[src/rtl/xctcmsg_piton_pkg.sv]
// Shared OpenPiton NoC message definitions for the flit bridge and its FU-side adapter.
// Covers the flit/message types, header length-field location and FSM state encodings.
package xctcmsg_piton_pkg;

  localparam int NOC_FLIT_WIDTH         = 64;
  localparam int NOC_MSG_PAYLOAD_LENGTH = 2;
  localparam int NOC_MSG_WIDTH          = NOC_FLIT_WIDTH * (NOC_MSG_PAYLOAD_LENGTH + 1);

  // Payload-length field of the OpenPiton header flit (bits 29:22)
  localparam int NOC_LEN_OFFSET = 22;
  localparam int NOC_LEN_WIDTH  = 8;

  typedef logic [NOC_FLIT_WIDTH-1:0] openpiton_flit_t;

  typedef struct packed {
    openpiton_flit_t                                    header;
    logic [NOC_FLIT_WIDTH*NOC_MSG_PAYLOAD_LENGTH-1:0]   payload;
  } openpiton_noc_t;

  typedef enum logic {
    TX_IDLE,
    TX_SEND
  } tx_state_e;

  typedef enum logic [1:0] {
    RX_HDR,
    RX_PAY,
    RX_DROP,
    RX_HOLD
  } rx_state_e;

  function automatic logic [NOC_LEN_WIDTH-1:0] noc_msg_len(input openpiton_flit_t hdr);
    return hdr[NOC_LEN_OFFSET +: NOC_LEN_WIDTH];
  endfunction

endpackage

[src/rtl/openpiton_flit_deserializer.sv]
// RX half of the flit bridge: collects a header plus payload flits into one wide message
// and discards messages whose header length does not match the expected payload count.
module openpiton_flit_deserializer
  import xctcmsg_piton_pkg::*;
#(
  parameter int FLIT_WIDTH    = NOC_FLIT_WIDTH,
  parameter int PAYLOAD_FLITS = NOC_MSG_PAYLOAD_LENGTH,
  parameter int MSG_WIDTH     = FLIT_WIDTH * (PAYLOAD_FLITS + 1)
) (
  input  logic                  clk,
  input  logic                  rst,
  input  logic                  noc_in_val,
  output logic                  noc_in_rdy,
  input  logic [FLIT_WIDTH-1:0] noc_in_data,
  output logic                  fu_rx_val,
  input  logic                  fu_rx_rdy,
  output logic [MSG_WIDTH-1:0]  fu_rx_data,
  output logic                  rx_length_error
);

  localparam int PAY_WIDTH = MSG_WIDTH - FLIT_WIDTH;
  localparam logic [NOC_LEN_WIDTH-1:0] LEN_OK = NOC_LEN_WIDTH'(PAYLOAD_FLITS);

  rx_state_e                state_q, state_d;
  logic [NOC_LEN_WIDTH-1:0] remaining_q;
  logic [FLIT_WIDTH-1:0]    hdr_q;
  logic [PAY_WIDTH-1:0]     pay_q;
  logic                     err_q;
  logic                     in_hs;
  logic [NOC_LEN_WIDTH-1:0] in_len;

  assign in_hs           = noc_in_val && noc_in_rdy;
  assign in_len          = noc_msg_len(noc_in_data);
  assign fu_rx_data      = {hdr_q, pay_q};
  assign rx_length_error = err_q;

  always_ff @(posedge clk) begin
    if (rst) state_q <= RX_HDR;
    else     state_q <= state_d;
  end

  always_comb begin
    state_d    = state_q;
    noc_in_rdy = 1'b1;
    fu_rx_val  = 1'b0;
    case (state_q)
      RX_HDR: begin
        if (in_hs) begin
          if (in_len == LEN_OK)               state_d = RX_PAY;
          else if (in_len != '0)              state_d = RX_DROP;
        end
      end
      RX_PAY: begin
        if (in_hs && remaining_q == 8'd1)     state_d = RX_HOLD;
      end
      RX_DROP: begin
        if (in_hs && remaining_q == 8'd1)     state_d = RX_HDR;
      end
      RX_HOLD: begin
        noc_in_rdy = 1'b0;
        fu_rx_val  = 1'b1;
        if (fu_rx_rdy)                        state_d = RX_HDR;
      end
      default: state_d = RX_HDR;
    endcase
  end

  // remaining only ever decrements from a non-zero value, so it cannot wrap
  always_ff @(posedge clk) begin
    if (rst) begin
      remaining_q <= '0;
      err_q       <= 1'b0;
    end else begin
      err_q <= 1'b0;
      if (in_hs) begin
        case (state_q)
          RX_HDR: begin
            remaining_q <= in_len;
            if (in_len == '0) err_q <= 1'b1;
          end
          RX_PAY:  remaining_q <= remaining_q - 8'd1;
          RX_DROP: begin
            remaining_q <= remaining_q - 8'd1;
            if (remaining_q == 8'd1) err_q <= 1'b1;
          end
          default: remaining_q <= remaining_q;
        endcase
      end
    end
  end

  // Payload shifts in from the bottom so the first payload flit ends up just under the header
  always_ff @(posedge clk) begin
    if (in_hs && state_q == RX_HDR) hdr_q <= noc_in_data;
    if (in_hs && state_q == RX_PAY) pay_q <= (pay_q << FLIT_WIDTH) | PAY_WIDTH'(noc_in_data);
  end

endmodule

[src/rtl/openpiton_flit_bridge.sv]
// NoC-side bridge: serialises wide FU messages into 64-bit flits and deserialises
// incoming flits back into wide messages. TX and RX paths are fully independent.
module openpiton_flit_bridge
  import xctcmsg_piton_pkg::*;
#(
  parameter int FLIT_WIDTH    = NOC_FLIT_WIDTH,
  parameter int PAYLOAD_FLITS = NOC_MSG_PAYLOAD_LENGTH,
  parameter int MSG_WIDTH     = FLIT_WIDTH * (PAYLOAD_FLITS + 1)
) (
  input  logic                  clk,
  input  logic                  rst,
  input  logic                  fu_tx_val,
  output logic                  fu_tx_rdy,
  input  logic [MSG_WIDTH-1:0]  fu_tx_data,
  output logic                  noc_out_val,
  input  logic                  noc_out_rdy,
  output logic [FLIT_WIDTH-1:0] noc_out_data,
  input  logic                  noc_in_val,
  output logic                  noc_in_rdy,
  input  logic [FLIT_WIDTH-1:0] noc_in_data,
  output logic                  fu_rx_val,
  input  logic                  fu_rx_rdy,
  output logic [MSG_WIDTH-1:0]  fu_rx_data,
  output logic                  rx_length_error
);

  localparam int TX_CNT_W = $clog2(PAYLOAD_FLITS + 1);
  localparam logic [TX_CNT_W-1:0] TX_LAST = TX_CNT_W'(PAYLOAD_FLITS);

  tx_state_e             tx_state_q, tx_state_d;
  logic [MSG_WIDTH-1:0]  tx_shift_q;
  logic [TX_CNT_W-1:0]   tx_cnt_q;

  // The current flit is always the top slice; each accepted flit shifts the next one up
  assign noc_out_data = tx_shift_q[MSG_WIDTH-1 -: FLIT_WIDTH];

  always_ff @(posedge clk) begin
    if (rst) tx_state_q <= TX_IDLE;
    else     tx_state_q <= tx_state_d;
  end

  always_comb begin
    tx_state_d  = tx_state_q;
    fu_tx_rdy   = 1'b0;
    noc_out_val = 1'b0;
    case (tx_state_q)
      TX_IDLE: begin
        fu_tx_rdy = 1'b1;
        if (fu_tx_val) tx_state_d = TX_SEND;
      end
      TX_SEND: begin
        noc_out_val = 1'b1;
        if (noc_out_rdy && tx_cnt_q == TX_LAST) tx_state_d = TX_IDLE;
      end
      default: tx_state_d = TX_IDLE;
    endcase
  end

  always_ff @(posedge clk) begin
    if (rst) begin
      tx_cnt_q <= '0;
    end else if (tx_state_q == TX_IDLE && fu_tx_val) begin
      tx_shift_q <= fu_tx_data;
      tx_cnt_q   <= '0;
    end else if (tx_state_q == TX_SEND && noc_out_rdy) begin
      tx_shift_q <= tx_shift_q << FLIT_WIDTH;
      if (tx_cnt_q != TX_LAST) tx_cnt_q <= tx_cnt_q + 1'b1;
    end
  end

  openpiton_flit_deserializer #(
    .FLIT_WIDTH    (FLIT_WIDTH),
    .PAYLOAD_FLITS (PAYLOAD_FLITS),
    .MSG_WIDTH     (MSG_WIDTH)
  ) u_deserializer (
    .clk             (clk),
    .rst             (rst),
    .noc_in_val      (noc_in_val),
    .noc_in_rdy      (noc_in_rdy),
    .noc_in_data     (noc_in_data),
    .fu_rx_val       (fu_rx_val),
    .fu_rx_rdy       (fu_rx_rdy),
    .fu_rx_data      (fu_rx_data),
    .rx_length_error (rx_length_error)
  );

endmodule

[config.mk]
export PLATFORM = sky130hd
export DESIGN_NAME = openpiton_flit_bridge
export DESIGN_NICKNAME = d
export VERILOG_FILES = /design/src/rtl/xctcmsg_piton_pkg.sv /design/src/rtl/openpiton_flit_deserializer.sv /design/src/rtl/openpiton_flit_bridge.sv
export SDC_FILE = /design/constraint.sdc
export NUM_CORES = 1
export LEC_CHECK = 0
export BUFFER_PORTS_ARGS = -buffer_cell sky130_fd_sc_hd__buf_2
export CAP_MARGIN = 10
export CELL_PAD_IN_SITES_DETAIL_PLACEMENT = 1
export CELL_PAD_IN_SITES_GLOBAL_PLACEMENT = 1
export CORE_ASPECT_RATIO = 0.9
export CORE_MARGIN = 10
export CORE_UTILIZATION = 37
export DETAILED_ROUTE_END_ITERATION = 6
export HOLD_SLACK_MARGIN = 0.15
export PLACE_DENSITY = 0.83
export SKIP_LAST_GASP = 1
export SYNTH_ARGS = -nofsm -noshare
export SYNTH_HDL_FRONTEND = slang
export SYNTH_SLANG_ARGS = --single-unit
[constraint.sdc]
create_clock -name clk -period 10.92 [get_ports clk]
set_input_delay 1.092 -clock clk [delete_from_list [all_inputs] [get_ports clk]]
set_output_delay 1.092 -clock clk [all_outputs]
set_load 0.02 [all_outputs]
# Word-level counts from Yosys, hierarchy flattened
# Index checks and enable logic that the tools add are counted.
# classes
bitwise_logic	4
n_eq_ne	12
reduce_logical	19
add_sub_neg	2
n_mux	20
# op_table
cell	n
192-bit 2-to-1 mux	2
128-bit by 64-bit bitwise OR with 128-bit output	1
8-bit one-hot mux with 2 select lines	1
2-bit 2-to-1 mux	6
8-bit by 1-bit == test with 1-bit output (second input constant)	1
8-bit by 2-bit == test with 1-bit output (second input constant)	1
8-bit zero test	1
1-bit 2-to-1 mux	8
2-bit one-hot mux with 4 select lines	1
8-bit nonzero test	1
8-bit by 1-bit subtractor with 8-bit output (second input constant)	1
1-bit logical AND	7
2-bit == test (second input constant)	3
2-bit by 1-bit inequality test with 1-bit output (second input constant)	3
2-bit AND reduction	3
2-bit OR reduction	3
5-bit AND reduction	1
2-bit inequality test (second input constant)	2
1-bit one-hot mux with 2 select lines	2
2-bit nonzero test	2
3-bit by 1-bit inequality test with 1-bit output (second input constant)	1
1-bit inverter	3
2-bit by 1-bit adder with 2-bit output (second input constant)	1
2-bit by 1-bit == test with 1-bit output (second input constant)	1
2-bit zero test	1
# word_totals
register_bits	398
elab_cells	65
out_inout_bits	261

# Logic depth before layout (Yosys ltp)
# logic_depth
word_depth	6
mapped_depth	7
depth_no_buf	7

# Cells and area by module
# From an unflattened synthesis, not the netlist that was laid out.
# unflattened
cells_unflattened	776
area_unflattened_um2	15328.5
# by_module_without_submodules
mod	area_per_inst_um2	instances	cells_per_inst
openpiton_flit_bridge	8785.9	1	487
openpiton_flit_deserializer	6542.5	1	289

# Least setup slack after synthesis
# No wires, ideal clock.
# synth_path
path_kind	input port to flip-flop
from	input fu_tx_val
to	register tx_shift_q[0] (enable)
cell_stages	5
t_arrival_ns	9.644
n_path_buf	2
required_time_ns	10.173
slack_ns	0.529
cell_sequence	nor2b_1 -> clkbuf_1 -> clkbuf_1 -> a21oi_1 -> nor2_1
# synth_via
elab_chain_cells	3
# synth_rtl
element	line	text
start: declaration	openpiton_flit_bridge.sv:12	input logic fu_tx_val,
1-bit logical AND	openpiton_flit_bridge.sv:62	end else if (tx_state_q == TX_IDLE && fu_tx_val) begin
2-bit nonzero test (no line)	n/a	
2-bit AND reduction (no line)	n/a	
end signal: assignment	openpiton_flit_bridge.sv:63	tx_shift_q <= fu_tx_data;
end signal: assignment	openpiton_flit_bridge.sv:66	tx_shift_q <= tx_shift_q << FLIT_WIDTH;
end: declaration	openpiton_flit_bridge.sv:31	logic [MSG_WIDTH-1:0] tx_shift_q;
# Every way passes these cells.
# A chain may end at the register's enable or synchronous reset.

# Worst setup path in the final report
# layout_path
from	input fu_tx_val
to	register tx_shift_q[31] (enable)
# Same word-level chain as after synthesis.

==> metrics <==
most common flop cell mapped by yosys=edfxtp_1; layout cell share with drive strength beyond 1=0.559; register area=approximately 12000 um^2; Crit. Startpoint=fu_tx_val; RSZ-0062 raised after global routing=false; # IOs=523; Synth Cell Area=14900 um^2; commonest non-fill, non-tap cell in the layout=buf_2; vias in the first global route=approximately 9400; Syn Area/Cell=19.1 um^2; Worst EP arrival=3.05 ns; Slew @ Worst Pin=1.13 ns; final setup violation count=0; placed insts=around 1700; Max-Slew Margin vs Limit=0.244; largest net degree at the start of global routing=196; data required time at the worst endpoint=11.06 ns; crit start category=primary input; max-cap violation count=0; VDD IR-drop max=around 0.00027 V; sequential share of the synthesized area=0.794; register bit total from synthesis=approximately 400; most frequent CP cell=buf_4; Pre-antenna DRT Iters=5; all-layer global routing usage=0.173; CTS tree=done; Synth cell types=38; final setup TNS=0 ns; global-route wire length before repair=62300 um; Num CTS Buffers=41; initial antenna violation count=10; final clock period utilization by the worst path=0.266; fin worst setup slack=8.01 ns; Crit. End Element=flip-flop; CTS Sinks=398; cell row count=69; Longest Clk Path Bufs=3; WL final=44200 um; initial detailed-routing violation count=about 570; die height=210 um; largest stage delay on the critical path=0.86 ns; FILL cells=4019; CP Class=primary input to flip-flop; R2R depth=4; Port Buf Inserts=522; Hold Crit Class=flip-flop to flip-flop; via count=8470; net count after synthesis=1047; fin crit period=approximately 2.9 ns; Slew Limit Fails=0; r2r startpoint=u_deserializer.state_q[1]; root buffer cell=clkbuf_16; hold path cells=0; Area Growth Syn to Fin=27.1%; CTS resizes=0; drt wl/cell=24.2 um; # Post-CTS Setup Buffers=0; die width=231 um; nets=between 1500 and 2000; LEAKAGE=7.32 nW; clk_skew=~0.032 ns; Post-Synthesis Cells=777; CP max stage cell=buf_4; hold-fix buffers at CTS=0; R2R Setup Slk=8.08 ns; most frequent cells in the layout=buf_2 (522), edfxtp_1 (384), mux2_2 (128); f_max=344 MHz; dpl hpwl=33500 um; effective utilization at floorplan=0.375; Synth warnings=0; CP cell instances=buf_2 > nor2b_4 > a21oi_1 > nor2_4 > buf_4 > buf_4; EDFF count, synth=384; post-DR vias/cell=between 4 and 5; Post-Place Setup Slack=7.45 ns; final hold violation count=0; Placer Congestion=approximately 0.85; pwr dens=211 nW/um^2; # DRC=0; global route total overflow=0; Worst Path Max Fanout=75; die area=roughly 49000 um^2; ys async rst share=0; status=finished clean; Core Region=39600 um^2; FF-to-FF End=u_deserializer.pay_q[106]; hold_sp=u_deserializer.pay_q[51]; Worst-path clk slew=0.06 ns; multi-input logic area=2440 um^2; Post-DRT Antenna Nets=0; worst skew pair latency=0.55 ns; Non-Filler Instances=roughly 1800; htree depth=2; Worst Hold Path EP=u_deserializer.pay_q[115]
-- area by class of cell --
class / count / area share
timing repair buffer: 528 / 0.141
multi-input combinational: 280 / 0.129
tap: 532 / 0.0352
clock buffer: 47 / 0.0555
antenna: 9 / 0.00119
clock inverter: 24 / 0.0105
sequential: 398 / 0.625
inverter: 10 / 0.00199
-- Yosys cell counts, drive strengths merged, types with 2 or more instances --
library cell | number | area (um^2)
a211oi | 4 | 30.0
a21oi | 9 | 45.0
a22oi | 2 | 15.0
a31oi | 3 | 18.8
and2 | 67 | 419
buf | 79 | 556
clkbuf | 10 | 37.5
dfxtp | 14 | 280
edfxtp | 384 | 11500
ha | 8 | 100
inv | 10 | 37.5
mux2 | 128 | 1440
nand2 | 9 | 33.8
nand2b | 2 | 12.5
nor2 | 13 | 48.8
nor2b | 3 | 18.8
nor3 | 2 | 10.0
nor4 | 2 | 27.5
o21ai | 10 | 50.1
o31ai | 2 | 15.0
-- kinds of logic (layout without fill, tap and decap cells) --
logic type / Yosys count / in the layout / share of synthesized area
XOR/XNOR: 1 / 1 / 0.000589
buffers and inverters: 99 / 609 / 0.0424
adder cells (fa/ha/maj): 8 / 8 / 0.00673
flip-flops: 398 / 398 / 0.794
other: 0 / 9 / 0
AO/OA/AOI/OAI: 37 / 37 / 0.0157
multiplexers: 128 / 128 / 0.0969
AND/OR/NAND/NOR: 106 / 106 / 0.0432
-- metal layers --
| metal | vias to the layer above | routed length, um | share of wire | global-route usage |
|---|---|---|---|---|
| li1 | 3857 | - | - | - |
| met1 | 4243 | 15700 | 0.35 | 0.180 |
| met2 | 290 | 24000 | 0.54 | 0.316 |
| met3 | 78 | 3170 | 0.072 | 0.0557 |
| met4 | 2 | 1360 | 0.031 | 0.0750 |
| met5 | - | 17 | 0.00038 | 0 |
-- sequential cells by signal, indices dropped and copies added, names as in the netlist --
name                            cells
tx_cnt_q                            2
tx_shift_q                        192
tx_state_q                          1
u_deserializer.hdr_q               64
u_deserializer.pay_q              128
u_deserializer.remaining_q          8
u_deserializer.rx_length_error      1
u_deserializer.state_q              2
-- how the worst max path moves through the flow --
stage,endpoint,slack (ns),depth (start not counted)
6_report,tx_shift_q[31],8.01,6
5_1_grt,u_deserializer.pay_q[40],7.85,4
4_1_cts,tx_shift_q[30],8.03,6
3_5_place_dp,tx_shift_q[147],7.45,6
3_3_place_gp,tx_shift_q[149],7.51,6
2_1_floorplan,tx_shift_q[0],0.53,5
-- through the flow --
step                      total power, mW  area, um^2  utilization  hold slack (ns)
after floorplan                      2.45       14900            -            0.479
after global placement               2.66       17600        0.445            0.425
after detailed placement             2.71       17600        0.445            0.430
after CTS                            4.05       18900        0.476            0.444
after global routing                 4.16       18900        0.477            0.460
final                                4.00       18900        0.477            0.443
-- power breakdown --
| part | leakage, nW | internal, mW | total (mW) | switching [mW] |
|---|---|---|---|---|
| Sequential | 3.70 | 1.91 | 1.98 | 0.0708 |
| Combinational | 3.01 | 0.222 | 0.687 | 0.465 |
| Clock | 0.607 | 0.759 | 1.33 | 0.568 |
-- critical path, delay by kind of cell --
family	cells	cell delay, ns
simple gates	2	0.27
buf+inv	3	1.52
compound gates	1	0.09
Power figures use the tool's default switching activity.
